$ cat config.mk
export PLATFORM = sky130hd
export DESIGN_NAME = uart_xcvr
export DESIGN_NICKNAME = d
export VERILOG_FILES = /design/src/rtl/uart_pkg.sv /design/src/rtl/uart_sync_fifo.sv /design/src/rtl/uart_xcvr.sv
export SDC_FILE = /design/constraint.sdc
export NUM_CORES = 1
export LEC_CHECK = 0
export BUFFER_PORTS_ARGS = -buffer_cell sky130_fd_sc_hd__clkbuf_2
export CORE_MARGIN = 2
export CORE_UTILIZATION = 62
export DETAILED_ROUTE_END_ITERATION = 8
export PLACE_DENSITY = 0.76
export SETUP_SLACK_MARGIN = 0.1
export SYNTH_ARGS = -nofsm -noshare
export SYNTH_HDL_FRONTEND = slang
export SYNTH_HIERARCHICAL = 1
export SYNTH_SLANG_ARGS = --single-unit
$ cat constraint.sdc
create_clock -name clk -period 4.15 [get_ports clk]
set_clock_uncertainty 0.2 [all_clocks]
set_input_delay 0.2075 -clock clk [delete_from_list [all_inputs] [get_ports clk]]
set_output_delay 0.2075 -clock clk [all_outputs]
set_load 0.02 [all_outputs]
$ cat src/rtl/uart_pkg.sv
// uart_pkg: shared types, oversampling constants and framing helpers for the UART transceiver
package uart_pkg;
    localparam int OVS = 16;
    localparam int SAMPLE_MID = 8;

    typedef enum logic [2:0] {PAR_NONE, PAR_ODD, PAR_EVEN, PAR_MARK, PAR_SPACE} par_t;
    typedef enum logic [2:0] {TX_IDLE, TX_START, TX_DATA, TX_PAR, TX_STOP} tx_state_t;
    typedef enum logic [2:0] {RX_IDLE, RX_START, RX_DATA, RX_PAR, RX_STOP, RX_WAIT_HI} rx_state_t;
    typedef struct packed {logic brk; logic frm; logic par;} rx_err_t;

    function automatic par_t par_decode(logic [2:0] p);
        return (p > 3'd4) ? PAR_NONE : par_t'(p);
    endfunction

    function automatic logic [7:0] dmask(logic [1:0] dlen, logic [7:0] d);
        return d & (8'hFF >> (2'd3 - dlen));
    endfunction

    function automatic logic par_bit(par_t p, logic [7:0] d);
        return (p == PAR_ODD) ? ~^d : (p == PAR_EVEN) ? ^d : (p == PAR_MARK);
    endfunction
endpackage

$ cat src/rtl/uart_sync_fifo.sv
// uart_sync_fifo: first-word-fall-through synchronous FIFO with flush and occupancy count
module uart_sync_fifo #(
    parameter int WIDTH = 8,
    parameter int DEPTH = 16,
    localparam int AW = $clog2(DEPTH),
    localparam int LW = AW + 1
) (
    input  logic             clk,
    input  logic             rst_n,
    input  logic             flush,
    input  logic             push,
    input  logic             pop,
    input  logic [WIDTH-1:0] wdata,
    output logic [WIDTH-1:0] rdata,
    output logic [AW:0]      level,
    output logic             full,
    output logic             empty
);
    logic [WIDTH-1:0] r_mem [DEPTH];
    logic [AW-1:0]    r_wp, r_rp;
    logic             w_push, w_pop;

    assign full   = level[AW];
    assign empty  = level == '0;
    assign w_push = push && !full;
    assign w_pop  = pop && !empty;
    assign rdata  = empty ? '0 : r_mem[r_rp];

    // storage carries no reset; the pointers alone decide what is valid
    always_ff @(posedge clk)
        if (w_push && !flush) r_mem[r_wp] <= wdata;

    // pointers and occupancy; a flush overrides any same-cycle push or pop
    always_ff @(posedge clk or negedge rst_n)
        if (!rst_n) begin
            r_wp  <= '0;
            r_rp  <= '0;
            level <= '0;
        end else if (flush) begin
            r_wp  <= '0;
            r_rp  <= '0;
            level <= '0;
        end else begin
            r_wp  <= r_wp + AW'(w_push);
            r_rp  <= r_rp + AW'(w_pop);
            level <= level + LW'(w_push) - LW'(w_pop);
        end
endmodule

$ cat src/rtl/uart_xcvr.sv
// uart_xcvr: 16x-oversampled UART transceiver with FIFOs, parity, break detect and idle timeout
module uart_xcvr
    import uart_pkg::*;
#(
    parameter int TX_DEPTH = 16,
    parameter int RX_DEPTH = 16,
    parameter int DIV_W = 16,
    parameter int TOUT_BITS = 40,
    localparam int TLW = $clog2(TX_DEPTH) + 1,
    localparam int RLW = $clog2(RX_DEPTH) + 1,
    localparam int TW = $clog2(TOUT_BITS + 1)
) (
    input  logic             clk,
    input  logic             rst_n,
    input  logic [DIV_W-1:0] cfg_div,
    input  logic [1:0]       cfg_dlen,
    input  logic             cfg_stop2,
    input  logic [2:0]       cfg_par,
    input  logic             cfg_loop,
    input  logic [TLW-1:0]   cfg_tx_trig,
    input  logic [RLW-1:0]   cfg_rx_trig,
    input  logic             tx_flush,
    input  logic             rx_flush,
    input  logic [7:0]       tx_data,
    input  logic             tx_valid,
    output logic             tx_ready,
    output logic [7:0]       rx_data,
    output logic [2:0]       rx_err,
    output logic             rx_valid,
    input  logic             rx_ready,
    output logic [TLW-1:0]   tx_level,
    output logic [RLW-1:0]   rx_level,
    output logic             tx_busy,
    output logic             ovrn,
    output logic             irq_tx,
    output logic             irq_rx,
    output logic             irq_tout,
    output logic             TX,
    input  logic             RX
);
    logic [DIV_W-1:0] r_div_cnt;
    logic             w_tick;
    logic [7:0]       w_tx_head;
    logic             w_tx_full, w_tx_empty, w_tx_pop, w_tx_bit_end, w_tx_stop_end, w_tx_line;
    tx_state_t        r_tx_state;
    logic [3:0]       r_tx_cnt;
    logic [2:0]       r_tx_bit;
    logic [7:0]       r_tx_sh;
    logic [1:0]       r_tx_dlen;
    logic             r_tx_stop2, r_tx_pbit;
    par_t             r_tx_par;
    logic             r_s1, r_s2, r_s3;
    rx_state_t        r_rx_state;
    logic [3:0]       r_rx_cnt;
    logic [2:0]       r_rx_bit;
    logic [7:0]       r_rx_sh;
    logic [1:0]       r_rx_smp;
    logic             r_rx_pbit, r_rx_any1, r_ovrn;
    logic             w_rx_maj, w_rx_start, w_rx_done, w_rx_full, w_rx_empty, w_rx_pop;
    par_t             w_rx_par;
    logic [7:0]       w_rx_data;
    rx_err_t          w_err;
    logic [10:0]      w_rx_head;
    logic [3:0]       r_tout_sub;
    logic [TW-1:0]    r_tout_bits;
    logic             r_irq_tout;

    assign w_tick = r_div_cnt >= ((cfg_div == '0) ? '0 : cfg_div - DIV_W'(1));

    // free-running oversample divider shared by both directions
    always_ff @(posedge clk or negedge rst_n)
        if (!rst_n) r_div_cnt <= '0;
        else r_div_cnt <= w_tick ? '0 : r_div_cnt + DIV_W'(1);

    uart_sync_fifo #(.WIDTH(8), .DEPTH(TX_DEPTH)) u_tx_fifo (
        .clk(clk), .rst_n(rst_n), .flush(tx_flush), .push(tx_valid), .pop(w_tx_pop),
        .wdata(tx_data), .rdata(w_tx_head), .level(tx_level), .full(w_tx_full), .empty(w_tx_empty)
    );

    assign w_tx_bit_end  = w_tick && r_tx_cnt == 4'(OVS - 1);
    assign w_tx_stop_end = w_tx_bit_end && r_tx_state == TX_STOP && (!r_tx_stop2 || r_tx_bit[0]);
    assign w_tx_pop      = !w_tx_empty && ((w_tick && r_tx_state == TX_IDLE) || w_tx_stop_end);
    assign w_tx_line     = (r_tx_state == TX_START) ? 1'b0 : (r_tx_state == TX_DATA) ? r_tx_sh[0] :
                           (r_tx_state == TX_PAR) ? r_tx_pbit : 1'b1;
    assign TX            = cfg_loop | w_tx_line;
    assign tx_busy       = r_tx_state != TX_IDLE;
    assign tx_ready      = !w_tx_full;
    assign irq_tx        = tx_level <= cfg_tx_trig;

    // TX framer: latch byte and format on pop, then one bit per 16 ticks
    always_ff @(posedge clk or negedge rst_n)
        if (!rst_n) begin
            r_tx_state <= TX_IDLE;
            r_tx_cnt   <= '0;
            r_tx_bit   <= '0;
            r_tx_sh    <= '0;
            r_tx_dlen  <= '0;
            r_tx_stop2 <= 1'b0;
            r_tx_par   <= PAR_NONE;
            r_tx_pbit  <= 1'b0;
        end else if (w_tx_pop) begin
            r_tx_state <= TX_START;
            r_tx_cnt   <= '0;
            r_tx_sh    <= w_tx_head;
            r_tx_dlen  <= cfg_dlen;
            r_tx_stop2 <= cfg_stop2;
            r_tx_par   <= par_decode(cfg_par);
            r_tx_pbit  <= par_bit(par_decode(cfg_par), dmask(cfg_dlen, w_tx_head));
        end else if (w_tick && r_tx_state != TX_IDLE) begin
            r_tx_cnt <= r_tx_cnt + 4'd1;
            if (w_tx_bit_end)
                case (r_tx_state)
                    TX_START: begin
                        r_tx_state <= TX_DATA;
                        r_tx_bit   <= '0;
                    end
                    TX_DATA: begin
                        r_tx_sh  <= r_tx_sh >> 1;
                        r_tx_bit <= r_tx_bit + 3'd1;
                        if (r_tx_bit == 3'(r_tx_dlen) + 3'd4) begin
                            r_tx_state <= (r_tx_par == PAR_NONE) ? TX_STOP : TX_PAR;
                            r_tx_bit   <= '0;
                        end
                    end
                    TX_PAR: begin
                        r_tx_state <= TX_STOP;
                        r_tx_bit   <= '0;
                    end
                    default: begin
                        r_tx_bit <= r_tx_bit + 3'd1;
                        if (w_tx_stop_end) r_tx_state <= TX_IDLE;
                    end
                endcase
        end

    // two-stage synchroniser plus one delayed copy for falling-edge detection
    always_ff @(posedge clk or negedge rst_n)
        if (!rst_n) begin
            r_s1 <= 1'b1;
            r_s2 <= 1'b1;
            r_s3 <= 1'b1;
        end else begin
            r_s1 <= cfg_loop ? w_tx_line : RX;
            r_s2 <= r_s1;
            r_s3 <= r_s2;
        end

    assign w_rx_maj   = (r_rx_smp[1] & r_rx_smp[0]) | (r_rx_smp[1] & r_s2) | (r_rx_smp[0] & r_s2);
    assign w_rx_start = r_rx_state == RX_IDLE && r_s3 && !r_s2;
    assign w_rx_done  = w_tick && r_rx_state == RX_STOP && r_rx_cnt == 4'(SAMPLE_MID + 1);
    assign w_rx_par   = par_decode(cfg_par);
    assign w_rx_data  = r_rx_sh >> (2'd3 - cfg_dlen);

    // frame status at the stop-bit vote; a break reports every flag
    always_comb begin
        w_err.frm = !w_rx_maj;
        w_err.brk = !w_rx_maj && !r_rx_any1;
        w_err.par = w_err.brk || (w_rx_par != PAR_NONE && r_rx_pbit != par_bit(w_rx_par, w_rx_data));
    end

    // RX deframer: vote samples 7/8/9 of each bit, finish mid-stop to catch back-to-back starts
    always_ff @(posedge clk or negedge rst_n)
        if (!rst_n) begin
            r_rx_state <= RX_IDLE;
            r_rx_cnt   <= '0;
            r_rx_bit   <= '0;
            r_rx_sh    <= '0;
            r_rx_smp   <= '0;
            r_rx_pbit  <= 1'b0;
            r_rx_any1  <= 1'b0;
        end else if (w_rx_start) begin
            r_rx_state <= RX_START;
            r_rx_cnt   <= '0;
            r_rx_any1  <= 1'b0;
        end else if (w_tick && r_rx_state != RX_IDLE) begin
            r_rx_cnt <= r_rx_cnt + 4'd1;
            if (r_rx_cnt == 4'(SAMPLE_MID - 1) || r_rx_cnt == 4'(SAMPLE_MID))
                r_rx_smp <= {r_rx_smp[0], r_s2};
            if (r_rx_state == RX_WAIT_HI) begin
                r_rx_cnt <= r_s2 ? r_rx_cnt + 4'd1 : '0;
                if (r_s2 && r_rx_cnt == 4'(OVS - 1)) r_rx_state <= RX_IDLE;
            end else if (r_rx_cnt == 4'(SAMPLE_MID + 1)) begin
                r_rx_any1 <= r_rx_any1 | w_rx_maj;
                case (r_rx_state)
                    RX_START: if (w_rx_maj) r_rx_state <= RX_IDLE;
                    RX_DATA:  r_rx_sh <= {w_rx_maj, r_rx_sh[7:1]};
                    RX_PAR:   r_rx_pbit <= w_rx_maj;
                    default: begin
                        r_rx_state <= w_err.brk ? RX_WAIT_HI : RX_IDLE;
                        r_rx_cnt   <= '0;
                    end
                endcase
            end else if (r_rx_cnt == 4'(OVS - 1))
                case (r_rx_state)
                    RX_START: begin
                        r_rx_state <= RX_DATA;
                        r_rx_bit   <= '0;
                    end
                    RX_DATA: begin
                        r_rx_bit <= r_rx_bit + 3'd1;
                        if (r_rx_bit == 3'(cfg_dlen) + 3'd4)
                            r_rx_state <= (w_rx_par == PAR_NONE) ? RX_STOP : RX_PAR;
                    end
                    RX_PAR:  r_rx_state <= RX_STOP;
                    default: ;
                endcase
        end

    uart_sync_fifo #(.WIDTH(11), .DEPTH(RX_DEPTH)) u_rx_fifo (
        .clk(clk), .rst_n(rst_n), .flush(rx_flush), .push(w_rx_done), .pop(w_rx_pop),
        .wdata({w_err, w_rx_data}), .rdata(w_rx_head), .level(rx_level), .full(w_rx_full), .empty(w_rx_empty)
    );

    assign w_rx_pop = rx_valid && rx_ready;
    assign rx_valid = !w_rx_empty;
    assign rx_data  = w_rx_head[7:0];
    assign rx_err   = w_rx_head[10:8];
    assign irq_rx   = cfg_rx_trig != '0 && rx_level >= cfg_rx_trig;
    assign ovrn     = r_ovrn;
    assign irq_tout = r_irq_tout;

    // overrun pulse when a completed frame finds the RX FIFO full
    always_ff @(posedge clk or negedge rst_n)
        if (!rst_n) r_ovrn <= 1'b0;
        else r_ovrn <= w_rx_done && w_rx_full;

    // idle timeout in bit times while data waits and the line is quiet
    always_ff @(posedge clk or negedge rst_n)
        if (!rst_n) begin
            r_tout_sub  <= '0;
            r_tout_bits <= '0;
            r_irq_tout  <= 1'b0;
        end else begin
            if (w_rx_done || w_rx_pop || rx_flush) begin
                r_tout_sub  <= '0;
                r_tout_bits <= '0;
            end else if (w_tick && !w_rx_empty && r_rx_state == RX_IDLE && r_tout_bits != TW'(TOUT_BITS)) begin
                r_tout_sub <= r_tout_sub + 4'd1;
                if (r_tout_sub == 4'(OVS - 1)) r_tout_bits <= r_tout_bits + TW'(1);
            end
            if (w_rx_pop || rx_flush || w_rx_start) r_irq_tout <= 1'b0;
            else if (r_tout_bits == TW'(TOUT_BITS)) r_irq_tout <= 1'b1;
        end
endmodule

-- Yosys cells after proc, flatten, opt, wreduce, memory -nomap -nowiden
Memories as Yosys holds them, arrays and structs flattened.
Index checks and enable logic that the tools add are counted.
- output and inout bits: 29
- input bits: 48
- RAM bits: 304
- flip-flop bits (word level): 104
- memories: 2
- logic and storage cells: 249
- memories (name ; depth ; bits a word ; read ports ; clocked after Yosys merged registers in ; wr ports ; RTL line ; RTL):
    u_rx_fifo.r_mem ; 16 ; 11 ; 1 ; 0 ; 1 ; uart_sync_fifo.sv:19 ; logic [WIDTH-1:0] r_mem [DEPTH];
    u_tx_fifo.r_mem ; 16 ; 8 ; 1 ; 0 ; 1 ; uart_sync_fifo.sv:19 ;
- equality and inequality tests: 29
- shift operators: 2
- order comparisons: 4
- reductions and logical operators: 84
- muxes and demuxes: 68
- bitwise logic cells: 12
- $add $sub $neg: 19
- operators with widths (kind ; count):
    4-bit 2-to-1 mux ; 14
    3-bit 2-to-1 mux ; 18
    8-bit 2-to-1 mux ; 5
    16-bit 2-to-1 mux ; 2
    1-bit logical AND ; 26
    4-bit equality test, second input constant ; 5
    3-bit by 2-bit equality test with 1-bit output, second input constant ; 6
    1-bit 2-to-1 mux ; 18
    6-bit 2-to-1 mux ; 3
    3-bit case mux with 2 select lines ; 3
    3-bit case mux with 3 select lines ; 2
    2-bit nonzero test ; 9
    16-bit by 1-bit adder with 16-bit output, second input constant ; 1
    4-bit by 1-bit adder with 4-bit output ; 4
    16-bit >= comparator ; 1
    16-bit zero test ; 1
    8-bit XNOR reduction ; 2
    8-bit XOR reduction ; 2
    16-bit by 1-bit subtractor with 16-bit output, second input constant ; 1
    4-bit by 1-bit adder with 4-bit output, second input constant ; 3
    3-bit zero test ; 4
    3-bit AND reduction ; 4
    11-bit 2-to-1 mux ; 1
    5-bit by 1-bit adder with 5-bit output ; 2
    other kinds (41) ; 81

-- Depth between registers and ports, before layout
Gate-level depths: netlist of the first run.
- word-level depth: 11
- gate-level depth with buffers: 26

-- Hierarchy
The synthesis of the first run kept the hierarchy.
- modules (own cells, without submodules) (module ; instances ; sequential area each (µm²) ; area an instance (µm²) ; cells an instance):
    uart_sync_fifo at u_rx_fifo ; 1 ; 5610.4 ; 7544.7 ; 397
    uart_sync_fifo at u_tx_fifo ; 1 ; 4169.0 ; 5769.3 ; 315
    uart_xcvr ; 1 ; 1955.6 ; 5525.3 ; 616

-- Worst setup path before layout of the first run
Ideal clock, no wire load.
- path kind: input port to flip-flop
- start point: input cfg_div[6]
- end point: register u_tx_fifo.level[4]
- cell stages on the path: 25
- setup time: 135 ps
- arrival time: 4642 ps
- data required time: 3815 ps
- setup slack: -828 ps
- cell sequence: or3_4 or4_4 or2_1 nor4_2 xor2_1 nand2_1 ha_1 a21o_1 a21o_1 a21oi_1 o21ai_0 buf_2 o21ai_1 buf_2 inv_1 and2_1 ha_1 inv_1 ha_1 inv_1 fa_1 nor2b_1 o21bai_1 a21oi_1 nor3b_1
- cells in the longest elaborated chain, start to end: 11
- RTL lines (element ; RTL line ; RTL):
    start, declared ; uart_xcvr.sv:15 ; input logic [DIV_W-1:0] cfg_div,
    16-bit by 1-bit subtractor with 16-bit output or 16-bit zero test (tied branches) ; uart_xcvr.sv:68 ; assign w_tick = r_div_cnt >= ((cfg_div == '0) ? '0 : cfg_div - DIV_W'(1));
    16-bit 2-to-1 mux (*) ; uart_xcvr.sv:68 ;
    16-bit >= comparator (*) ; uart_xcvr.sv:68 ;
    1-bit logical AND ; uart_xcvr.sv:80 ; assign w_tx_bit_end = w_tick && r_tx_cnt == 4'(OVS - 1);
    1-bit logical AND (2 in a row) ; uart_xcvr.sv:81 ; assign w_tx_stop_end = w_tx_bit_end && r_tx_state == TX_STOP && (!r_tx_stop2 || r_tx_bit[0]);
    1-bit logical OR (*) ; uart_xcvr.sv:82 ; assign w_tx_pop = !w_tx_empty && ((w_tick && r_tx_state == TX_IDLE) || w_tx_stop_end);
    1-bit logical AND (*) ; uart_xcvr.sv:82 ;
    net w_tx_pop ; uart_xcvr.sv:44 ; logic w_tx_full, w_tx_empty, w_tx_pop, w_tx_bit_end, w_tx_stop_end, w_tx_line;
    1-bit logical AND (*) ; uart_sync_fifo.sv:26 ; assign w_pop = pop && !empty;
    5-bit by 1-bit subtractor with 5-bit output (*) ; uart_sync_fifo.sv:46 ; level <= level + LW'(w_push) - LW'(w_pop);
    5-bit 2-to-1 mux (*) ; uart_sync_fifo.sv:39 ; end else if (flush) begin
    end signal, assigned ; uart_sync_fifo.sv:46 ;
    end, declared ; uart_sync_fifo.sv:15 ; output logic [AW:0] level,
Mark *: on every way through the listed nets, which the timed path passes. The rest lies on a longest branch.
A chain may end at the register's enable or synchronous reset.

-- Final worst setup path of the first run
- start point: input cfg_div[6]
- end point: register u_rx_fifo.level[4]
- cells in the longest elaborated chain, start to end: 9
- RTL lines (element ; RTL line ; RTL):
    16-bit by 1-bit subtractor with 16-bit output or 16-bit zero test (tied branches) ; uart_xcvr.sv:68 ;
    16-bit 2-to-1 mux (*) ; uart_xcvr.sv:68 ;
    16-bit >= comparator (*) ; uart_xcvr.sv:68 ;
    1-bit logical AND (*) (2 in a row) ; uart_xcvr.sv:150 ; assign w_rx_done = w_tick && r_rx_state == RX_STOP && r_rx_cnt == 4'(SAMPLE_MID + 1);
    net w_rx_done ; uart_xcvr.sv:59 ; logic w_rx_maj, w_rx_start, w_rx_done, w_rx_full, w_rx_empty, w_rx_pop;
    1-bit logical AND (*) ; uart_sync_fifo.sv:25 ; assign w_push = push && !full;
    5-bit by 1-bit adder with 5-bit output (*) ; uart_sync_fifo.sv:46 ;
    5-bit by 1-bit subtractor with 5-bit output (*) ; uart_sync_fifo.sv:46 ;
    5-bit 2-to-1 mux (*) ; uart_sync_fifo.sv:39 ;
    end signal, assigned ; uart_sync_fifo.sv:46 ;
    end, declared ; uart_sync_fifo.sv:15 ;
Marks and branches as above.

==> flow_summary.html, run 1 <==
<table>
<tr><th>Metric</th><th>Value</th></tr>
<tr><th colspan="2">GRT</th></tr>
<tr><td>Pin count of the biggest net entering global routing</td><td>77</td></tr>
<tr><td>Global-route wire length before repair</td><td>63000 µm</td></tr>
<tr><td>Global routing usage on met1</td><td>0.3347</td></tr>
<tr><td>Vias in the first global route</td><td>11.72k</td></tr>
<tr><td>Met2 Resource Use GR</td><td>0.4603</td></tr>
<tr><td>GRT Residual Overflow</td><td>0</td></tr>
<tr><td>Peak-usage layer in the global routing report</td><td>met2</td></tr>
<tr><td>Aggregate global-route resource usage</td><td>0.2597</td></tr>
<tr><td>Grt met3 use</td><td>0.03687</td></tr>
<tr><td>Antenna violations before repair</td><td>1</td></tr>
<tr><th colspan="2">Yosys</th></tr>
<tr><td>Total standard cell area after synthesis</td><td>18840 µm²</td></tr>
<tr><td>Count of mapped cells out of synthesis</td><td>1328</td></tr>
<tr><td>Async S/R FF share, synth</td><td>0.2549</td></tr>
<tr><td>Count of synthesis-stage warnings from yosys</td><td>6</td></tr>
<tr><td>Sequential share of the synthesized area</td><td>0.6229</td></tr>
<tr><td>Number of synthesized register bits</td><td>408</td></tr>
<tr><td>Prevailing post-synth register cell</td><td>edfxtp_1</td></tr>
<tr><td>Post-synth EDFFs</td><td>304</td></tr>
<tr><td>Count of cell types in the netlist</td><td>77</td></tr>
<tr><td>Number of nets produced by synthesis</td><td>1436</td></tr>
<tr><td>Syn_area_per_cell</td><td>14.19 µm²</td></tr>
<tr><th colspan="2">STA</th></tr>
<tr><td>Final setup slack of the worst path</td><td>0.04306 ns</td></tr>
<tr><td>Worst slew slack as a fraction of its limit</td><td>0.2584</td></tr>
<tr><td>Fin Hold WS</td><td>0.07977 ns</td></tr>
<tr><td>Worst-Margin Slew</td><td>1.108 ns</td></tr>
<tr><td>Final period utilization</td><td>0.9896</td></tr>
<tr><td>Unrepaired setup endpoints after global routing</td><td>yes</td></tr>
<tr><td>Final Max Slew Viols</td><td>0</td></tr>
<tr><td>Max frequency</td><td>243.5 MHz</td></tr>
<tr><td>Final-report hold violation count</td><td>0</td></tr>
<tr><td>Tmin final</td><td>4.107 ns</td></tr>
<tr><td>Setup violations, final</td><td>0</td></tr>
<tr><th colspan="2">Worst setup path</th></tr>
<tr><td>Worst setup startpoint</td><td>cfg_div[6]</td></tr>
<tr><td>Reg2reg start</td><td>u_tx_fifo/level[2]</td></tr>
<tr><td>Critical Path Start Type</td><td>input port</td></tr>
<tr><td>Worst EP required</td><td>4.34 ns</td></tr>
<tr><td>CP Data Arrival Time</td><td>4.30 ns</td></tr>
<tr><td>Biggest fanout along the worst timing path</td><td>3</td></tr>
<tr><td>Worst setup path category</td><td>input port to flip-flop</td></tr>
<tr><td>Type of destination of the critical path</td><td>flip-flop</td></tr>
<tr><th colspan="2">Placed design</th></tr>
<tr><td>Post-detail-place hpwl</td><td>26250 µm</td></tr>
<tr><td>Number of port buffers</td><td>76</td></tr>
<tr><td>Instance count after placement with tap cells included</td><td>1803</td></tr>
<tr><td>Pre-CTS setup slack</td><td>-0.5260 ns</td></tr>
<tr><td>GPL Wtd Cong</td><td>0.8260</td></tr>
<tr><th colspan="2">Drt</th></tr>
<tr><td>Via count of the routed design</td><td>11.70k</td></tr>
<tr><td>Number of nets with antenna violations after detailed routing</td><td>0</td></tr>
<tr><td>Mean number of vias per cell</td><td>6.130</td></tr>
<tr><td>Total DRC errors in the routed layout</td><td>0</td></tr>
<tr><td>Final WL</td><td>40860 µm</td></tr>
<tr><td>Wire length per cell after detailed routing</td><td>21.40 µm</td></tr>
<tr><td>First-pass DRT Iterations</td><td>5</td></tr>
<tr><td>Violation count after the first detailed-routing iteration</td><td>1051</td></tr>
<tr><th colspan="2">Cells and area</th></tr>
<tr><td>Fraction of layout cells with a size suffix above 1</td><td>0.2477</td></tr>
<tr><td>Leading cell types in the layout, fill and taps excluded</td><td>edfxtp_1, dfrtp_1, nor2_1</td></tr>
<tr><td>Net count of the finished layout</td><td>1595</td></tr>
<tr><td>Number of standard cells in the layout, taps in and fillers out</td><td>1909</td></tr>
<tr><td>Number of fillers in the final layout</td><td>1856</td></tr>
<tr><td>Area growth syn-to-layout</td><td>17.49%</td></tr>
<tr><td>Commonest non-fill, non-tap cell in the layout</td><td>edfxtp_1</td></tr>
<tr><th colspan="2">Min path</th></tr>
<tr><td>Class of the worst hold path</td><td>input port to flip-flop</td></tr>
<tr><td>Startpoint of the tightest hold check path</td><td>tx_valid</td></tr>
<tr><th colspan="2">Floorplan</th></tr>
<tr><td>Effective utilization at floorplan</td><td>0.6323</td></tr>
<tr><td>Num ports</td><td>77</td></tr>
<tr><td>Die Y-Extent</td><td>178.3 µm</td></tr>
<tr><td>Total Die Area</td><td>31800 µm²</td></tr>
<tr><td>FP Rows</td><td>63</td></tr>
<tr><td>Core area</td><td>29800 µm²</td></tr>
<tr><td>Chip Width</td><td>178.3 µm</td></tr>
<tr><th colspan="2">Clock tree</th></tr>
<tr><td>TritonCTS Buffers</td><td>41</td></tr>
<tr><td>Clock input transition at the sequential cells of the worst setup and hold paths</td><td>0.06 ns</td></tr>
<tr><td>Root buffer cell</td><td>clkbuf_16</td></tr>
<tr><td>Clock tree from TritonCTS</td><td>built</td></tr>
<tr><td>CTS Buffer Depth</td><td>3</td></tr>
<tr><td>Clock network latency to the later pin of the worst-skew pair</td><td>0.54 ns</td></tr>
<tr><td>H-tree Lvls</td><td>2</td></tr>
<tr><td>Number of sinks driven by the clock tree</td><td>408</td></tr>
<tr><th colspan="2">Power and ir drop</th></tr>
<tr><td>Overall power</td><td>11.03 mW</td></tr>
<tr><td>Lkg Pwr</td><td>8.062 nW</td></tr>
<tr><td>Power density relative to cell area</td><td>498.5 nW/µm²</td></tr>
<tr><td>Worst VDD drop</td><td>0.3560 mV</td></tr>
<tr><th colspan="2">Outcome</th></tr>
<tr><td>Run status</td><td>finished, final reports clean</td></tr>
<tr><th colspan="2">Run</th></tr>
<tr><td>Number of maximum-capacitance violations</td><td>0</td></tr>
</table>
critical path, cell delays in order:
cell,delay [ns]
buf_6,0.09
or3_4,0.37
or4_4,0.42
or2_4,0.27
nor4_4,0.15
xor2_1,0.18
nand2_1,0.11
ha_4,0.23
a21o_1,0.17
a21o_1,0.18
a21oi_2,0.17
o21a_1,0.19
nand2_2,0.09
and3_4,0.19
nand2b_4,0.08
ha_4,0.20
inv_4,0.05
ha_4,0.12
inv_2,0.03
fa_2,0.33
nor2b_2,0.14
o21bai_1,0.09
a21oi_1,0.17
nor3b_2,0.06
worst paths after layout:
| check | end | slack (ns) | cells after the start |
|---|---|---|---|
| worst max-delay path | u_rx_fifo/level[4] | 0.04 | 24 |
| worst min-delay path | u_tx_fifo/r_wp[0] | 0.08 | 5 |
| worst max register to register | r_tx_pbit | 0.35 | 13 |
| worst min register to register | r_s2 | 0.16 | 0 |
| max in group asynchronous | u_tx_fifo/r_rp[0] | 2.56 | 3 |
| min in group asynchronous | r_div_cnt[10] | 0.18 | 2 |
what timing repair did:
action / 4_1_cts / 5_1_grt
setup buffers: 0 / 9
endpoints found under the hold margin: 233 / 0
gates cloned: 0 / 2
pin swaps: 3 / 17
hold buffers: 20 / 0
gates resized for setup: 3 / 10
setup endpoints to repair: 2 / 106
flip-flops by register name (all words and copies together) (netlist names), 3 cells and up:
name	cells
r_div_cnt	16
u_tx_fifo/r_rp	4
r_tx_state	3
r_rx_bit	3
r_tout_sub	4
u_tx_fifo/level	5
r_tx_par	3
r_rx_state	3
r_tout_bits	6
r_tx_sh	8
r_rx_cnt	4
u_rx_fifo/r_rp	4
r_tx_bit	3
u_tx_fifo/r_mem	128
u_tx_fifo/r_wp	4
r_tx_cnt	4
r_rx_sh	8
u_rx_fifo/r_mem	176
u_rx_fifo/level	5
u_rx_fifo/r_wp	4
cell families (layout without fill, tap and decap cells):
kind of cell             Yosys count  in the layout  synth area share
AO/OA/AOI/OAI                    186            186           0.06761
XOR/XNOR                          62             62           0.02955
adder cells (fa/ha/maj)           61             61           0.04118
buffers and inverters            116            306           0.02843
flip-flops                       408            408            0.6229
multiplexers                     137            137            0.1134
other                              0              1                 0
AND/OR/NAND/NOR                  358            358           0.09690
final cells by class:
class	count	area [µm²]	share of cell area
antenna	1	2.502	0.0001131
clock buffer	56	1124	0.05076
clock inverter	18	187.7	0.008479
inverter	48	182.7	0.008253
multi-input combinational	804	6904	0.3119
sequential	408	11740	0.5304
tap	390	488.0	0.02205
timing repair buffer	184	1505	0.06800
routing by layer:
metal / wire (µm) / part of all wire
met2: 21450 / 0.52
met3: 2050 / 0.050
met1: 16270 / 0.40
met5: 0 / 0
met4: 1086 / 0.027
where the power goes:
part	total (mW)	switching, mW	internal [mW]	leakage, nW
Sequential	4.98	0.357	4.62	3.88
Combinational	2.45	1.36	1.09	3.54
Clock	3.60	1.51	2.09	0.642
per-stage QoR:
step                      utilization  setup TNS [ns]  instance area, µm²
after floorplan                     -          -6.809               19150
after global placement         0.6861          -30.69               20440
after detailed placement       0.6861          -42.83               20440
after CTS                      0.7371               0               21960
after global routing           0.7428          -1.034               22130
final                          0.7428               0               22130
synth_stat cells, drive strengths merged, types with 15 or more instances:
cell    instances  area (µm²)
nor3           25       136.4
xnor2          28       245.2
xor2           33       289.0
nand2          65       244.0
inv            48       180.2
mux4           59        1329
nand3          55       275.3
nand2b         22       137.6
a22oi          36       280.3
o211ai         24       180.2
a21oi          36       180.2
buf            39       246.5
dfrtp         101        2527
mux2i          56       560.5
o21ai          35       186.4
and3           15       93.84
nor2b          28       175.2
mux2           22       247.7
clkbuf         29       108.9
edfxtp        304        9129
ha             58       725.7
nor2           95       356.6
Note: power is estimated with default switching activity, not from simulation.
==> run 2, diff against run 1 <==
--- a/config.mk
+++ b/config.mk
@@ -6,6 +6,7 @@
 export NUM_CORES = 1
 export LEC_CHECK = 0
 export BUFFER_PORTS_ARGS = -buffer_cell sky130_fd_sc_hd__clkbuf_2
+export CORE_ASPECT_RATIO = 0.8
 export CORE_MARGIN = 2
 export CORE_UTILIZATION = 62
 export DETAILED_ROUTE_END_ITERATION = 8
==> flow_summary.html, run 2 (synthesized netlist as in run 1, its figures left out) <==
<table>
<tr><th>Metric</th><th>Value</th></tr>
<tr><th colspan="2">Cells and area</th></tr>
<tr><td>Fraction of layout cells with a size suffix above 1</td><td>0.2600 (+0.01232)</td></tr>
<tr><td>Area growth syn-to-layout</td><td>18.63%</td></tr>
<tr><td>Number of flip-flops under the largest register name</td><td>176 (unchanged)</td></tr>
<tr><td>Antenna Diode Count</td><td>0 (-1)</td></tr>
<tr><td>Most flops, register</td><td>u_rx_fifo/r_mem</td></tr>
<tr><td>Leading cell types in the layout, fill and taps excluded</td><td>edfxtp_1, dfrtp_1, nor2_1</td></tr>
<tr><td>Commonest non-fill, non-tap cell in the layout</td><td>edfxtp_1</td></tr>
<tr><td>Net count of the finished layout</td><td>1598 (+0.19%)</td></tr>
<tr><td>Top Registers</td><td>u_rx_fifo/r_mem x176, u_tx_fifo/r_mem x128, r_div_cnt x16</td></tr>
<tr><td>Number of fillers in the final layout</td><td>1852 (-0.22%)</td></tr>
<tr><th colspan="2">Worst setup path</th></tr>
<tr><td>Worst setup path category</td><td>input port to flip-flop</td></tr>
<tr><td>Reg2reg start</td><td>u_tx_fifo/level[2]</td></tr>
<tr><td>CP top delay family</td><td>simple AND/OR/NAND/NOR gates</td></tr>
<tr><td>Worst EP required</td><td>4.38 ns (+0.04 ns)</td></tr>
<tr><td>Biggest fanout along the worst timing path</td><td>4 (+1)</td></tr>
<tr><td>Cell type of the slowest stage on the worst timing path</td><td>or4_4</td></tr>
<tr><td>Worst reg-to-reg setup slack</td><td>0.35 ns (about the same)</td></tr>
<tr><td>Cells along the critical path</td><td>buf_6, or3_4, or4_4, or2_4, nor4_4, xor2_1, nand2_1, ha_4, buf_6, nand4_1, buf_6, a211oi_4, o21ai_4, inv_2, and2_4, ha_4, inv_2, ha_4, inv_2, fa_2, nor2b_4, o21bai_4, a21oi_4, nor3b_4</td></tr>
<tr><td>CP Data Arrival Time</td><td>4.41 ns (+0.11 ns)</td></tr>
<tr><td>Critical Path Start Type</td><td>input port</td></tr>
<tr><td>RR Endpoint</td><td>u_tx_fifo/level[4]</td></tr>
<tr><td>Length in cells of the worst reg-to-reg path</td><td>17 (+4)</td></tr>
<tr><td>Crit path buffers/inverters</td><td>6 (+3)</td></tr>
<tr><td>Largest stage delay on the critical path</td><td>0.42 ns (about the same)</td></tr>
<tr><td>Type of destination of the critical path</td><td>flip-flop</td></tr>
<tr><th colspan="2">Clock tree</th></tr>
<tr><td>H-tree Lvls</td><td>2 (unchanged)</td></tr>
<tr><td>TritonCTS Buffers</td><td>41 (unchanged)</td></tr>
<tr><td>CTS Buffer Depth</td><td>3 (unchanged)</td></tr>
<tr><td>Root buffer cell</td><td>clkbuf_16</td></tr>
<tr><td>Number of sinks driven by the clock tree</td><td>408 (unchanged)</td></tr>
<tr><td>Clock tree from TritonCTS</td><td>built</td></tr>
<tr><td>Clock network latency to the later pin of the worst-skew pair</td><td>0.55 ns (about the same)</td></tr>
<tr><td>Clock input transition at the sequential cells of the worst setup and hold paths</td><td>0.06 ns (about the same)</td></tr>
<tr><th colspan="2">Placed design</th></tr>
<tr><td>Number of port buffers</td><td>76 (unchanged)</td></tr>
<tr><td>GPL Wtd Cong</td><td>0.8430 (+2.1%)</td></tr>
<tr><td>Post-detail-place hpwl</td><td>27020 µm (+2.9%)</td></tr>
<tr><th colspan="2">Drt</th></tr>
<tr><td>Wire length per cell after detailed routing</td><td>21.89 µm (+2.3%)</td></tr>
<tr><td>Via count of the routed design</td><td>11.82k (+1.0%)</td></tr>
<tr><td>Total DRC errors in the routed layout</td><td>0 (unchanged)</td></tr>
<tr><td>Mean number of vias per cell</td><td>6.106 (-0.38%)</td></tr>
<tr><td>Final WL</td><td>42390 µm (+3.7%)</td></tr>
<tr><td>Number of nets with antenna violations after detailed routing</td><td>0 (unchanged)</td></tr>
<tr><td>Violation count after the first detailed-routing iteration</td><td>1230 (+17%)</td></tr>
<tr><td>First-pass DRT Iterations</td><td>5 (unchanged)</td></tr>
<tr><th colspan="2">STA</th></tr>
<tr><td>Final-report hold violation count</td><td>0 (unchanged)</td></tr>
<tr><td>Fin Hold WS</td><td>0.003049 ns (-0.07672 ns)</td></tr>
<tr><td>Final setup slack of the worst path</td><td>-0.03486 ns (-0.07792 ns)</td></tr>
<tr><td>Worst slew slack as a fraction of its limit</td><td>0.3008 (+0.04245)</td></tr>
<tr><td>Total negative setup slack</td><td>-0.03486 ns (-0.03486 ns)</td></tr>
<tr><td>Unrepaired setup endpoints after global routing</td><td>yes</td></tr>
<tr><td>Setup violations, final</td><td>1 (+1)</td></tr>
<tr><td>Final Max Slew Viols</td><td>0 (unchanged)</td></tr>
<tr><td>Worst-Margin Slew</td><td>1.045 ns (-0.06344 ns)</td></tr>
<tr><td>Final period utilization</td><td>1.008 (+0.01878)</td></tr>
<tr><td>Max frequency</td><td>239.0 MHz (-1.9%)</td></tr>
<tr><td>Tmin final</td><td>4.185 ns (+0.07792 ns)</td></tr>
<tr><th colspan="2">GRT</th></tr>
<tr><td>Antenna violations before repair</td><td>0 (-1)</td></tr>
<tr><td>GRT Residual Overflow</td><td>0 (unchanged)</td></tr>
<tr><td>Vias in the first global route</td><td>11.76k (+0.30%)</td></tr>
<tr><td>Pin count of the biggest net entering global routing</td><td>47 (-39%)</td></tr>
<tr><td>Global-route wire length before repair</td><td>66250 µm (+5.2%)</td></tr>
<tr><td>Aggregate global-route resource usage</td><td>0.2744 (+0.01471)</td></tr>
<tr><th colspan="2">Outcome</th></tr>
<tr><td>Run status</td><td>complete, but fails checks</td></tr>
<tr><td>Failing checks</td><td>setup timing</td></tr>
<tr><th colspan="2">Floorplan</th></tr>
<tr><td>Effective utilization at floorplan</td><td>0.6245 (-0.007788)</td></tr>
<tr><td>Chip Width</td><td>198.9 µm (+12%)</td></tr>
<tr><td>Core area</td><td>30170 µm² (+1.2%)</td></tr>
<tr><td>Num ports</td><td>77 (unchanged)</td></tr>
<tr><td>Die Y-Extent</td><td>159.9 µm (-10%)</td></tr>
<tr><td>Total Die Area</td><td>31800 µm² (about the same)</td></tr>
<tr><td>FP Rows</td><td>57 (-9.5%)</td></tr>
<tr><th colspan="2">Power and ir drop</th></tr>
<tr><td>Lkg Pwr</td><td>8.138 nW (+0.94%)</td></tr>
<tr><td>Power density relative to cell area</td><td>513.2 nW/µm² (+3.0%)</td></tr>
<tr><td>Worst VDD drop</td><td>0.3991 mV (+12%)</td></tr>
<tr><th colspan="2">Run</th></tr>
<tr><td>Number of maximum-capacitance violations</td><td>0 (unchanged)</td></tr>
<tr><th colspan="2">Min path</th></tr>
<tr><td>Class of the worst hold path</td><td>input port to async pin</td></tr>
</table>
-- run 2: changes by cell type in the layout (fill, tap and decap cells not counted), sizes merged --
| cell | before | now |
|---|---|---|
| buf | 88 | 94 |
| clkinv | 14 | 10 |
| bufinv | 3 | 5 |
| clkinvlp | 0 | 2 |
| diode | 1 | 0 |
| dlygate4sd3 | 20 | 19 |
-- run 2: repair_timing --
item | in CTS | in global routing
pin swaps | 11 | 22
endpoints found under the hold margin | 260 | 0
buffers inserted | 5 | 7
endpoints found under the setup margin | 13 | 151
gates resized for setup | 8 | 21
hold buffers | 20 | 0
-- run 2: cell type report --
class / count / area, µm² / share of cell area
sequential: 408 / 11740 / 0.5253
multi-input combinational: 804 / 7002 / 0.3133
timing repair buffer: 187 / 1506 / 0.06741
clock buffer: 58 / 1161 / 0.05195
tap: 413 / 516.7 / 0.02312
clock inverter: 18 / 242.7 / 0.01086
inverter: 48 / 180.2 / 0.008062
-- run 2: stage by stage --
stage	area (µm²)	cells	setup slack, ns	utilization	power (mW)
finish	22350	1936	-0.03486	0.7408	11.47
global route	22350	1936	-0.1679	0.7408	11.96
CTS	22190	1930	0.03431	0.7356	11.36
detailed placement	20500	1829	-0.6185	0.6796	7.456
global placement	20500	1829	-0.4334	0.6796	7.370
floorplan	19150	1328	-0.4496	-	6.765
-- run 2: worst register-to-register path: stages (launching register included) --
cell	delay [ns]
dfrtp_1	0.42
inv_1	0.10
ha_1	0.20
or4b_4	0.24
inv_2	0.08
a2111oi_2	0.67
o21ai_4	0.13
inv_2	0.15
and2_4	0.19
ha_4	0.20
inv_2	0.06
ha_4	0.13
inv_2	0.04
fa_2	0.36
nor2b_4	0.15
o21bai_4	0.10
a21oi_4	0.19
nor3b_4	0.06
-- run 2: worst max-delay path by stage --
stage / from / end / slack (ns) / cells past startpoint
after global placement: cfg_div[6] / u_tx_fifo/level[4] / -0.43 / 23
after floorplan: cfg_div[6] / u_tx_fifo/level[4] / -0.45 / 25
after detailed placement: cfg_div[6] / u_tx_fifo/level[4] / -0.62 / 23
after global routing: cfg_div[6] / u_tx_fifo/level[4] / -0.17 / 24
final: cfg_div[6] / u_tx_fifo/level[4] / -0.03 / 24
after CTS: cfg_div[6] / u_rx_fifo/level[4] / 0.03 / 23
-- run 2: layer usage --
metal / up-vias / track usage / share of wire / routed length, µm
met4: 0 / 0.06411 / 0.017 / 706
li1: 5364 / - / - / -
met2: 495 / 0.4177 / 0.47 / 19760
met1: 5910 / 0.4190 / 0.44 / 18590
met5: - / 0 / 0 / 0
met3: 53 / 0.04900 / 0.079 / 3333
-- run 2: power by group --
group	internal, mW	switching [mW]
Clock	2.28	1.54
Combinational	1.21	1.47
Sequential	4.62	0.345
Total	8.11	3.36
==> run 3, diff against run 2 <==
--- a/config.mk
+++ b/config.mk
@@ -8,9 +8,9 @@
 export BUFFER_PORTS_ARGS = -buffer_cell sky130_fd_sc_hd__clkbuf_2
 export CORE_ASPECT_RATIO = 0.8
 export CORE_MARGIN = 2
-export CORE_UTILIZATION = 62
+export CORE_UTILIZATION = 30
 export DETAILED_ROUTE_END_ITERATION = 8
-export PLACE_DENSITY = 0.76
+export PLACE_DENSITY = 0.41
 export SETUP_SLACK_MARGIN = 0.1
 export SYNTH_ARGS = -nofsm -noshare
 export SYNTH_HDL_FRONTEND = slang
==> flow_summary.html, run 3 (synthesized netlist as in run 1, its figures left out) <==
<table>
<tr><th>Metric</th><th>Value</th></tr>
<tr><th colspan="2">Outcome</th></tr>
<tr><td>Run status</td><td>complete, but fails checks</td></tr>
<tr><td>Failing checks</td><td>hold timing</td></tr>
<tr><th colspan="2">Power and ir drop</th></tr>
<tr><td>Worst VDD drop</td><td>0.2666 mV (-33%)</td></tr>
<tr><td>Overall power</td><td>11.95 mW (+4.1%)</td></tr>
<tr><td>Power density relative to cell area</td><td>514.1 nW/µm² (+0.16%)</td></tr>
<tr><td>Lkg Pwr</td><td>8.302 nW (+2.0%)</td></tr>
<tr><th colspan="2">Worst setup path</th></tr>
<tr><td>RR Endpoint</td><td>r_tx_pbit</td></tr>
<tr><td>Critical Path Start Type</td><td>input port</td></tr>
<tr><td>Worst setup path category</td><td>input port to flip-flop</td></tr>
<tr><td>Worst setup startpoint</td><td>cfg_div[6]</td></tr>
<tr><td>Worst EP required</td><td>4.45 ns (+0.07 ns)</td></tr>
<tr><td>CP top delay family</td><td>simple AND/OR/NAND/NOR gates</td></tr>
<tr><td>Cell type of the slowest stage on the worst timing path</td><td>or4_4</td></tr>
<tr><td>Type of destination of the critical path</td><td>flip-flop</td></tr>
<tr><td>Biggest fanout along the worst timing path</td><td>4 (unchanged)</td></tr>
<tr><td>Cells along the critical path</td><td>buf_6, or3_4, or4_4, or2_4, nor4_4, xor2_1, nand2_1, ha_4, buf_6, nand4_1, a211o_1, nand2_2, and3_4, nand2b_4, ha_4, inv_4, ha_4, inv_2, fa_2, nor2b_2, o21bai_1, nand3_1, nor3b_1</td></tr>
<tr><td>Length in cells of the worst reg-to-reg path</td><td>15 (-2)</td></tr>
<tr><td>Number of gates on the worst path with buffers counted</td><td>23 (-4.2%)</td></tr>
<tr><td>Most repeated library cell on the critical path</td><td>ha_4</td></tr>
<tr><td>Reg2reg start</td><td>u_tx_fifo/level[3]</td></tr>
<tr><td>CP Data Arrival Time</td><td>4.37 ns (-0.04 ns)</td></tr>
<tr><td>Crit path buffers/inverters</td><td>4 (-2)</td></tr>
<tr><td>Largest stage delay on the critical path</td><td>0.42 ns (about the same)</td></tr>
<tr><td>Worst reg-to-reg setup slack</td><td>0.25 ns (-0.10 ns)</td></tr>
<tr><td>Worst setup path end</td><td>u_rx_fifo/level[4]</td></tr>
<tr><th colspan="2">Cells and area</th></tr>
<tr><td>Fraction of layout cells with a size suffix above 1</td><td>0.2634 (+0.003383)</td></tr>
<tr><td>Leading cell types in the layout, fill and taps excluded</td><td>edfxtp_1, dfrtp_1, nor2_1</td></tr>
<tr><td>Number of standard cells in the layout, taps in and fillers out</td><td>2390 (+23%)</td></tr>
<tr><td>Area growth syn-to-layout</td><td>23.34%</td></tr>
<tr><td>Commonest non-fill, non-tap cell in the layout</td><td>edfxtp_1</td></tr>
<tr><td>Number of flip-flops under the largest register name</td><td>176 (unchanged)</td></tr>
<tr><td>Most flops, register</td><td>u_rx_fifo/r_mem</td></tr>
<tr><td>Fraction of the core area covered by cells at the end of the flow</td><td>0.3725 (-0.3683)</td></tr>
<tr><td>Top Registers</td><td>u_rx_fifo/r_mem x176, u_tx_fifo/r_mem x128, r_div_cnt x16</td></tr>
<tr><td>Net count of the finished layout</td><td>1620 (+1.4%)</td></tr>
<tr><td>Number of fillers in the final layout</td><td>6011 (+220%)</td></tr>
<tr><th colspan="2">STA</th></tr>
<tr><td>Worst-Margin Slew</td><td>1.185 ns (+0.1399 ns)</td></tr>
<tr><td>Setup violations, final</td><td>0 (-1)</td></tr>
<tr><td>Max frequency</td><td>245.8 MHz (+2.9%)</td></tr>
<tr><td>Worst slew slack as a fraction of its limit</td><td>0.2101 (-0.09067)</td></tr>
<tr><td>Tmin final</td><td>4.068 ns (-0.1167 ns)</td></tr>
<tr><td>Final setup slack of the worst path</td><td>0.08180 ns (+0.1167 ns)</td></tr>
<tr><td>Unrepaired setup endpoints after global routing</td><td>yes</td></tr>
<tr><td>Fin Hold WS</td><td>-0.01358 ns (-0.01663 ns)</td></tr>
<tr><td>Final period utilization</td><td>0.9803 (-0.02811)</td></tr>
<tr><td>Final-report hold violation count</td><td>4 (+4)</td></tr>
<tr><td>Final Max Slew Viols</td><td>0 (unchanged)</td></tr>
<tr><th colspan="2">GRT</th></tr>
<tr><td>GRT Residual Overflow</td><td>0 (unchanged)</td></tr>
<tr><td>Vias in the first global route</td><td>11.65k (-0.90%)</td></tr>
<tr><td>Antenna violations before repair</td><td>1 (+1)</td></tr>
<tr><td>Global-route wire length before repair</td><td>73640 µm (+11%)</td></tr>
<tr><td>Met2 Resource Use GR</td><td>0.2099 (-0.2078)</td></tr>
<tr><td>Grt met3 use</td><td>0.02600 (-0.02300)</td></tr>
<tr><td>Peak-usage layer in the global routing report</td><td>met1</td></tr>
<tr><td>Aggregate global-route resource usage</td><td>0.1487 (-0.1258)</td></tr>
<tr><td>Pin count of the biggest net entering global routing</td><td>55 (+17%)</td></tr>
<tr><td>Global routing usage on met1</td><td>0.2349 (-0.1841)</td></tr>
<tr><th colspan="2">Drt</th></tr>
<tr><td>Via count of the routed design</td><td>11.48k (-2.9%)</td></tr>
<tr><td>Total DRC errors in the routed layout</td><td>0 (unchanged)</td></tr>
<tr><td>First-pass DRT Iterations</td><td>5 (unchanged)</td></tr>
<tr><td>Wire length per cell after detailed routing</td><td>20.08 µm (-8.3%)</td></tr>
<tr><td>Mean number of vias per cell</td><td>4.805 (-21%)</td></tr>
<tr><td>Violation count after the first detailed-routing iteration</td><td>783 (-36%)</td></tr>
<tr><td>Number of nets with antenna violations after detailed routing</td><td>0 (unchanged)</td></tr>
<tr><td>Final WL</td><td>47990 µm (+13%)</td></tr>
<tr><th colspan="2">Placed design</th></tr>
<tr><td>Instance count after placement with tap cells included</td><td>2268 (+24%)</td></tr>
<tr><td>GPL Wtd Cong</td><td>0.7609 (-9.7%)</td></tr>
<tr><td>Post-detail-place hpwl</td><td>31540 µm (+17%)</td></tr>
<tr><td>Pre-CTS setup slack</td><td>-0.5432 ns (+0.07526 ns)</td></tr>
<tr><td>Number of port buffers</td><td>76 (unchanged)</td></tr>
<tr><th colspan="2">Floorplan</th></tr>
<tr><td>Core area</td><td>62380 µm² (+110%)</td></tr>
<tr><td>Die Y-Extent</td><td>228.1 µm (+43%)</td></tr>
<tr><td>Effective utilization at floorplan</td><td>0.3020 (-0.3225)</td></tr>
<tr><td>Chip Width</td><td>284.2 µm (+43%)</td></tr>
<tr><td>Total Die Area</td><td>64830 µm² (+100%)</td></tr>
<tr><td>Num ports</td><td>77 (unchanged)</td></tr>
<tr><td>FP Rows</td><td>82 (+44%)</td></tr>
<tr><th colspan="2">Clock tree</th></tr>
<tr><td>Clock tree from TritonCTS</td><td>built</td></tr>
<tr><td>CTS Buffer Depth</td><td>3 (unchanged)</td></tr>
<tr><td>Clock input transition at the sequential cells of the worst setup and hold paths</td><td>0.06 ns (about the same)</td></tr>
<tr><td>Number of sinks driven by the clock tree</td><td>408 (unchanged)</td></tr>
<tr><td>Root buffer cell</td><td>clkbuf_16</td></tr>
<tr><td>Clock network latency to the later pin of the worst-skew pair</td><td>0.61 ns (+0.06 ns)</td></tr>
<tr><td>TritonCTS Buffers</td><td>46 (+12%)</td></tr>
<tr><td>H-tree Lvls</td><td>2 (unchanged)</td></tr>
<tr><th colspan="2">Min path</th></tr>
<tr><td>Class of the worst hold path</td><td>input port to async pin</td></tr>
<tr><th colspan="2">Run</th></tr>
<tr><td>Number of maximum-capacitance violations</td><td>0 (unchanged)</td></tr>
</table>
-- run 3: stage by stage --
step                cell area, µm²  TNS, ns
global placement             21180   -62.70
detailed placement           21180   -64.66
floorplan                    19150   -6.809
global route                 23230   -1.683
CTS                          23010        0
finish                       23240        0
-- run 3: power by group --
group	total [mW]	switching [mW]	leakage, nW	internal (mW)
combinational	2.68	1.51	3.64	1.17
clock	4.33	1.72	0.784	2.60
sequential	4.94	0.314	3.88	4.63
total	11.9	3.55	8.30	8.40
-- run 3: layer usage --
metal	wire length, µm	vias to the layer above
met1	25030	5845
met4	659	2
li1	-	5406
met3	1917	48
met2	20360	182
met5	13	-
-- run 3: worst min path at each step --
stage / cells after the start / to / slack [ns]
2_1_floorplan: 0 / irq_tout / -0.29
3_3_place_gp: 1 / r_div_cnt[13] / 0.11
3_5_place_dp: 1 / r_div_cnt[13] / 0.11
4_1_cts: 2 / r_div_cnt[13] / 0.01
5_1_grt: 2 / r_div_cnt[13] / 0.06
6_report: 2 / r_div_cnt[13] / -0.01
-- run 3: timing repair --
action                                  4_1_cts  5_1_grt
endpoints found under the hold margin       211        0
endpoints found under the setup margin        0      142
setup buffers                                 0       12
hold buffers                                 22        0
gates resized for setup                       0       17
-- run 3: final cells by class --
class	count	area [µm²]	share of cell area
antenna	1	2.502	0.0001077
clock buffer	65	1272	0.05476
clock inverter	20	344.1	0.01481
sequential	408	11740	0.5053
tap	840	1051	0.04523
multi-input combinational	804	6920	0.2978
timing repair buffer	204	1714	0.07377
inverter	48	190.2	0.008184
